<file path="src/rtl/freq_divider_prog_if.sv">
`default_nettype none
// ============================================================================
//  Module      : freq_divider_prog_if
//  Description : Control/status bundle of the programmable clock divider.
//                The master drives run and divisor requests, the slave (the
//                divider) returns the divided clock and status pulses.
//  Revision    : 1.0 - initial release
// ============================================================================
interface freq_divider_prog_if #(
  parameter int WIDTH = 8
);

  logic             en;
  logic [WIDTH-1:0] div_in;
  logic             div_load;
  logic             clk_out;
  logic             period_tick;
  logic             div_ack;
  logic             div_err;
  logic             busy;

  modport master (
    output en,
    output div_in,
    output div_load,
    input  clk_out,
    input  period_tick,
    input  div_ack,
    input  div_err,
    input  busy
  );

  modport slave (
    input  en,
    input  div_in,
    input  div_load,
    output clk_out,
    output period_tick,
    output div_ack,
    output div_err,
    output busy
  );

endinterface
`default_nettype wire

</file>
<file path="src/rtl/freq_divider_prog.sv">
`default_nettype none
// ============================================================================
//  Module      : freq_divider_prog
//  Description : Programmable integer clock divider with 50% duty for both
//                even and odd ratios. Divisor changes are staged and only
//                take effect on a period boundary, so clk_out never produces
//                a runt phase. A stopped divider finishes its current period
//                (DRAIN) before going idle with clk_out held low.
//  Revision    : 1.0 - initial release
// ============================================================================
module freq_divider_prog #(
  parameter int WIDTH       = 8,
  parameter int DEFAULT_DIV = 3
) (
  input  logic               clk_in,
  input  logic               nreset,
  freq_divider_prog_if.slave bus
);

  typedef enum logic [1:0] {
    S_IDLE  = 2'd0,
    S_RUN   = 2'd1,
    S_DRAIN = 2'd2
  } state_t;

  localparam logic [WIDTH-1:0] c_default_div = WIDTH'(DEFAULT_DIV);
  localparam logic [WIDTH-1:0] c_one         = WIDTH'(1);
  localparam logic [WIDTH:0]   c_one_ext     = (WIDTH+1)'(1);

  state_t           r_state, w_state_nxt;
  logic [WIDTH-1:0] r_cnt, w_cnt_nxt;
  logic [WIDTH-1:0] r_div, w_div_nxt;
  logic [WIDTH-1:0] r_pend_div, w_pend_div_nxt;
  logic             r_pend_vld, w_pend_vld_nxt;
  logic             r_hi_p, w_hi_p_nxt;
  logic             r_hi_n;
  logic             r_tick, w_tick_nxt;
  logic             r_ack, w_ack_nxt;
  logic             r_err, w_err_nxt;
  logic             w_wrap, w_apply, w_load_ok;
  logic [WIDTH:0]   w_half;

  // Next-state, counter, divisor staging and output-flop inputs
  always_comb begin
    w_state_nxt    = r_state;
    w_cnt_nxt      = r_cnt;
    w_div_nxt      = r_div;
    w_pend_div_nxt = r_pend_div;
    w_pend_vld_nxt = r_pend_vld;
    w_hi_p_nxt     = 1'b0;
    w_tick_nxt     = 1'b0;
    w_ack_nxt      = 1'b0;
    w_err_nxt      = 1'b0;
    w_half         = '0;

    // Last cycle of the current period while the counter is running
    w_wrap    = (r_state != S_IDLE) && (r_cnt == (r_div - c_one));
    // A staged divisor is taken over only at a period boundary or when idle
    w_apply   = r_pend_vld && ((r_state == S_IDLE) || w_wrap);
    w_load_ok = bus.div_load && (bus.div_in > c_one);

    case (r_state)
      S_IDLE:  if (bus.en) w_state_nxt = S_RUN;
      S_RUN: begin
        if (!bus.en) w_state_nxt = w_wrap ? S_IDLE : S_DRAIN;
      end
      S_DRAIN: begin
        if (bus.en)      w_state_nxt = S_RUN;
        else if (w_wrap) w_state_nxt = S_IDLE;
      end
      default: w_state_nxt = S_IDLE;
    endcase

    // Apply the old pending value first; a coincident legal load then
    // re-stages, so the newest request stays pending.
    if (w_apply) begin
      w_div_nxt      = r_pend_div;
      w_pend_vld_nxt = 1'b0;
    end
    if (w_load_ok) begin
      w_pend_div_nxt = bus.div_in;
      w_pend_vld_nxt = 1'b1;
    end
    w_ack_nxt = w_apply;
    w_err_nxt = bus.div_load && !w_load_ok;

    // Counter restarts at 0 when leaving IDLE and wraps at N-1
    if ((w_state_nxt == S_IDLE) || (r_state == S_IDLE) || w_wrap) begin
      w_cnt_nxt = '0;
    end else begin
      w_cnt_nxt = r_cnt + c_one;
    end

    // High phase covers the first ceil(N/2) counts; compared at WIDTH+1 bits
    w_half     = ({1'b0, w_div_nxt} + c_one_ext) >> 1;
    w_hi_p_nxt = (w_state_nxt != S_IDLE) && ({1'b0, w_cnt_nxt} < w_half);
    w_tick_nxt = (w_state_nxt != S_IDLE) && (w_cnt_nxt == '0);
  end

  // FSM state register
  always_ff @(posedge clk_in or negedge nreset) begin
    if (!nreset) r_state <= S_IDLE;
    else         r_state <= w_state_nxt;
  end

  // Counter, divisor registers and registered status pulses
  always_ff @(posedge clk_in or negedge nreset) begin
    if (!nreset) begin
      r_cnt      <= '0;
      r_div      <= c_default_div;
      r_pend_div <= c_default_div;
      r_pend_vld <= 1'b0;
      r_hi_p     <= 1'b0;
      r_tick     <= 1'b0;
      r_ack      <= 1'b0;
      r_err      <= 1'b0;
    end else begin
      r_cnt      <= w_cnt_nxt;
      r_div      <= w_div_nxt;
      r_pend_div <= w_pend_div_nxt;
      r_pend_vld <= w_pend_vld_nxt;
      r_hi_p     <= w_hi_p_nxt;
      r_tick     <= w_tick_nxt;
      r_ack      <= w_ack_nxt;
      r_err      <= w_err_nxt;
    end
  end

  // Half-cycle delayed copy of the high phase for odd-ratio shaping
  always_ff @(negedge clk_in or negedge nreset) begin
    if (!nreset) r_hi_n <= 1'b0;
    else         r_hi_n <= r_hi_p;
  end

  // Odd ratios AND the two phases to trim the high time by half a cycle
  assign bus.clk_out     = r_div[0] ? (r_hi_p & r_hi_n) : r_hi_p;
  assign bus.period_tick = r_tick;
  assign bus.div_ack     = r_ack;
  assign bus.div_err     = r_err;
  assign bus.busy        = (r_state != S_IDLE);

endmodule
`default_nettype wire
</file>
<file path="src/flat_wrapper.sv">
// flat-port wrapper written by rule: the top's interface ports become plain ports
module freq_divider_prog_flat 
#(
  parameter int WIDTH       = 8,
  parameter int DEFAULT_DIV = 3
)
  (clk_in, nreset, bus_en, bus_div_in, bus_div_load, bus_clk_out, bus_period_tick, bus_div_ack, bus_div_err, bus_busy);
  freq_divider_prog_if #(.WIDTH(WIDTH)) bus_i ();
  input  logic clk_in;
  input  logic nreset;
  input wire logic [$bits(bus_i.en)-1:0] bus_en;
  input wire logic [$bits(bus_i.div_in)-1:0] bus_div_in;
  input wire logic [$bits(bus_i.div_load)-1:0] bus_div_load;
  output wire logic [$bits(bus_i.clk_out)-1:0] bus_clk_out;
  output wire logic [$bits(bus_i.period_tick)-1:0] bus_period_tick;
  output wire logic [$bits(bus_i.div_ack)-1:0] bus_div_ack;
  output wire logic [$bits(bus_i.div_err)-1:0] bus_div_err;
  output wire logic [$bits(bus_i.busy)-1:0] bus_busy;
  assign bus_i.en = bus_en;
  assign bus_i.div_in = bus_div_in;
  assign bus_i.div_load = bus_div_load;
  assign bus_clk_out = bus_i.clk_out;
  assign bus_period_tick = bus_i.period_tick;
  assign bus_div_ack = bus_i.div_ack;
  assign bus_div_err = bus_i.div_err;
  assign bus_busy = bus_i.busy;
  freq_divider_prog #(.WIDTH(WIDTH), .DEFAULT_DIV(DEFAULT_DIV)) u_core (.clk_in(clk_in), .nreset(nreset), .bus(bus_i));
endmodule
</file>
<file path="config.mk">
export PLATFORM = sky130hd
export DESIGN_NAME = freq_divider_prog_flat
export DESIGN_NICKNAME = d
export VERILOG_FILES = /design/src/rtl/freq_divider_prog_if.sv /design/src/rtl/freq_divider_prog.sv /design/src/flat_wrapper.sv
export SDC_FILE = /design/constraint.sdc
export NUM_CORES = 1
export LEC_CHECK = 0
export ABC_CLOCK_PERIOD_IN_PS = 5800
export BUFFER_PORTS_ARGS = -buffer_cell sky130_fd_sc_hd__buf_2
export CAP_MARGIN = 15
export CORE_UTILIZATION = 47
export CTS_CLUSTER_SIZE = 12
export DETAILED_ROUTE_END_ITERATION = 16
export PLACE_DENSITY = 0.65
export SLEW_MARGIN = 30
export SYNTH_ARGS = -nofsm -noshare
export SYNTH_HDL_FRONTEND = slang
export SYNTH_SLANG_ARGS = --single-unit
export TNS_END_PERCENT = 10
</file>
<file path="constraint.sdc">
create_clock -name clk_in -period 5.8 [get_ports clk_in]
set_clock_uncertainty 0.15 [all_clocks]
set_input_delay 0.29 -clock clk_in [delete_from_list [all_inputs] [get_ports clk_in]]
set_output_delay 0.29 -clock clk_in [all_outputs]
set_load 0.01 [all_outputs]
</file>
# == After elaboration in Yosys (flattened, before gate mapping) ==
# Index checks and enable logic that the tools add are counted.
# totals
ff_bits,32
output_inout_bits,5
# op_classes
n_lt_le_gt_ge,2
add_sub_neg,3
reduce_logical,16
eq_ne,3
bitwise,1
mux,11
# ops
operator,count
two-way mux 8 bit,2
two-way mux 2 bit,5
"adder 8 x 1 -> 9 bit, second input constant",1
"adder 8 x 1 -> 8 bit, second input constant",1
== test 8 bit,1
"greater-than comparator 8 x 1 -> 1 bit, second input constant",1
zero test 8 bit,1
< comparator 8 bit,1
"subtractor 8 x 1 -> 8 bit, second input constant",1
logical AND 1 bit,6
one-hot mux 2 bit (3 select lines),1
nonzero test 2 bit,3
zero test 2 bit,2
logical OR 1 bit,3
two-way mux 1 bit,3
"== test 2 x 1 -> 1 bit, second input constant",1
"== test 2 bit, second input constant",1
bitwise AND 1 bit,1
zero test 1 bit,1

# == Depth between registers and ports, before layout ==
# logic_depth
word_depth,12
ltp_mapped,20

==> metrics <==
RSZ-0062 raised after global routing no; TritonCTS Buffers 5; Post-DRT Antenna Nets 0; minimum clock period approximately 4.5 ns; Max Clk Rate 220 MHz; worst r2r path cells 19; area occupied by multi-input gates around 1200 sq um; power density cells 443 nW/um^2; initial antenna violation count 0; Post-synth top flop dfrtp_1; largest net degree at the start of global routing 33; final WL 4.39 mm; hold depth 2; CTS Sinks 32; adder-cell share of the synthesized area between 5 and 6%; DP HPWL ~3.3 mm; final hold violations 0; worst setup margin roughly 1.3 ns; Synth Cell Area 2090 sq um; WP buf/inv 1; async set-or-reset flop fraction in the synthesized netlist 100%; cells after synthesis around 230; sequential-to-total area share from yosys stat 38.5%; clock edge transition at the registers on the reported setup and hold paths ~0.06 ns; crit path DAT roughly 4.6 ns; Hold WC Path Type in2reg; register area 806 sq um; CP Max Fanout 21; dpl ws ~1.3 ns; slowest cell on the critical path dfstp_2; final slew viol count 0; Hold EP u_core.r_state[1]; fill count between 400 and 500; post-synth top area share between 30% and 40%; wire per inst roughly 15 um; residual DRC count 0; post-synthesis cell type count 48; Pre-antenna DRT Iters 4; Final GP Congestion 0.814; EDFF count, synth 0; ANT cells 0; largest area contributor in the netlist dfrtp_1; CTS tree built; port buffer count 16; syn avg cell area 9.26 sq um; Clock Latency Late Sink approximately 0.28 ns; crit path launch type flop; GR Overflow Total 0; worst rel slew slack about 52%; share of layout cells above drive strength 1 16.2%; status finished clean; Synth Register Bits 32; vias per inst between 5 and 6; Area growth, synth to finish 8.31%; CTS max path bufs 2; core box area 4140 sq um; Starting Density between 50% and 60%; Crit Path Class reg2reg; DIE HEIGHT around 69 um; XOR/XNOR Fraction of Synth Area 12.1%; Post-CTS Resized 0; Final Non-Filler Cells ~290; Worst-Margin Slew between 0.7 and 0.8 ns; hold_ws ~0.027 ns; Critical Path RT 5.85 ns; GRT Total Usage 22.6%; H-tree levels 2; final setup fails 0; clk root buf clkbuf_8; # rows 23; Net Count, Synth around 250; leak pwr around 1.0 nW; post-synthesis mux area share 4.96%; reg2reg end u_core.r_hi_p; largest family of logic cells by synthesized area simple AND/OR/NAND/NOR gates; fin nets approximately 260; Top Ports 17; die area 4720 sq um; cell mode on critical path ha_1; setup_tns 0 ns; Max Cap Viol 0; detailed router's first-iteration violation count between 100 and 150; Worst VDD drop between 200 and 250 uV; first-pass GRT wire length around 7.5 mm; routed via count between 1500 and 2000; number of global-route vias before repair 1567; hold path start bus_en; Yosys Warn Count 0; placed cell count 282; final worst-path cycle share roughly four fifths; critical-path cell list inv_1, ha_1, and3_1, o211a_1, or2_1, o221ai_4, mux2_2, ha_1, and3_1, nand3_1, xor2_1, nand2_1, o21ai_0, ha_1, a21oi_1, nor2b_1, o21ai_0, o211ai_1, a211oi_1; top post-synthesis cells by area dfrtp_1 (32%), xnor2_1 (6.7%), nand2_1 (6.1%), ha_1 (6.0%), xor2_1 (5.4%); RR Startpoint u_core.r_div[0]; Synth Area in Compound Gates 13.2%; r2r setup slk 1.26 ns; Synth Area in Simple Gates approximately a fifth; slowest stage delay, CP roughly 0.58 ns; crit path capture type flop; CP top delay family compound AO/OA/AOI/OAI gates; Chip Width around 69 um; Pwr Total around 1 mW
synth_stat cells, drive strengths merged, types with 2 or more instances:
library cell / n
xnor2: 16
dfstp: 4
xor2: 13
o211ai: 2
buf: 8
nor2: 22
nand2: 34
o21ai: 7
a21oi: 10
o31ai: 2
a41oi: 2
ha: 10
inv: 9
nand2b: 3
o21a: 2
nor2b: 2
nand4: 2
and3: 5
a211oi: 2
nand3: 10
nor3: 4
mux2: 8
dfrtp: 27
nor4: 3
clkbuf: 2
worst register-to-register path: cells and delay by family, from the launching register on:
kind,cells,cell delay [ns]
buf+inv,1,0.07
xor+xnor,1,0.15
simple gates,6,0.89
mux,1,0.42
fa+ha+maj,3,0.82
flops,1,0.58
compound gates,7,1.38
cell usage in the layout (no fill, tap or decap), types with 5 or more instances in the layout:
| cell | n |
|---|---|
| ha_1 | 10 |
| dfrtp_1 | 27 |
| o21ai_0 | 6 |
| and3_1 | 5 |
| a21oi_1 | 9 |
| nand3_1 | 10 |
| mux2_2 | 7 |
| nand2_1 | 34 |
| xnor2_1 | 16 |
| xor2_1 | 13 |
| nor2_1 | 22 |
| clkbuf_8 | 6 |
| inv_1 | 9 |
| buf_2 | 16 |
cell type report:
class,count,area share (%)
clock buffers,8,3.97
inverters,9,1.49
flip-flops and latches,32,35.5
well taps,50,2.76
multi-input cells,175,52.3
repair buffers,17,3.97
per-stage QoR:
step / util, % / instance area [sq um]
global placement: 52.3 / 2170
CTS: 54.7 / 2270
finish: 54.7 / 2270
floorplan: - / 2090
global route: 54.7 / 2270
detailed placement: 52.3 / 2170
flip-flops by register name, summed over array words and instances, names as in the netlist:
signal / flops
u_core.r_div: 8
u_core.r_state: 2
u_core.r_cnt: 8
u_core.bus.div_err: 1
u_core.r_pend_div: 8
u_core.r_hi_p: 1
u_core.bus.div_ack: 1
u_core.r_hi_n: 1
u_core.r_pend_vld: 1
u_core.bus.period_tick: 1
power by group:
| group | internal (mW) | total [mW] | leakage (nW) | switching, mW |
|---|---|---|---|---|
| Sequential | 0.286 | 0.379 | 0.395 | 0.0933 |
| Clock | 0.0967 | 0.178 | 0.0455 | 0.0813 |
| Combinational | 0.211 | 0.446 | 0.586 | 0.235 |
cell families after synthesis:
group                      after synthesis
and+or+nand+nor                         90
adders and majority gates               10
buffers and inverters                   19
DFF                                     32
muxes                                    9
AOI/OAI and AO/OA                       37
xor gates and xnor gates                29
repair_timing:
item,CTS,global route
buffers inserted,0,0
hold buffers,1,0
hold endpoints to repair,27,0
layer usage:
metal	part of all wire, %	global-route usage, %
met1	50	32.0
met2	46	34.6
met3	3.6	4.44
met4	1.3	7.40
met5	0	0
how the worst max path moves through the flow:
stage               startpoint       endpoint  slack (ns)  cells past startpoint
6_report       u_core.r_div[0]  u_core.r_hi_p        1.26                     19
5_1_grt        u_core.r_div[0]  u_core.r_hi_p        0.88                     19
4_1_cts        u_core.r_div[0]  u_core.r_hi_p        1.27                     19
3_5_place_dp   u_core.r_div[0]  u_core.r_hi_p        1.29                     19
3_3_place_gp   u_core.r_div[0]  u_core.r_hi_p        1.38                     19
2_1_floorplan  u_core.r_div[0]  u_core.r_hi_p        1.78                     20
Note: power is estimated with default switching activity, not from simulation.
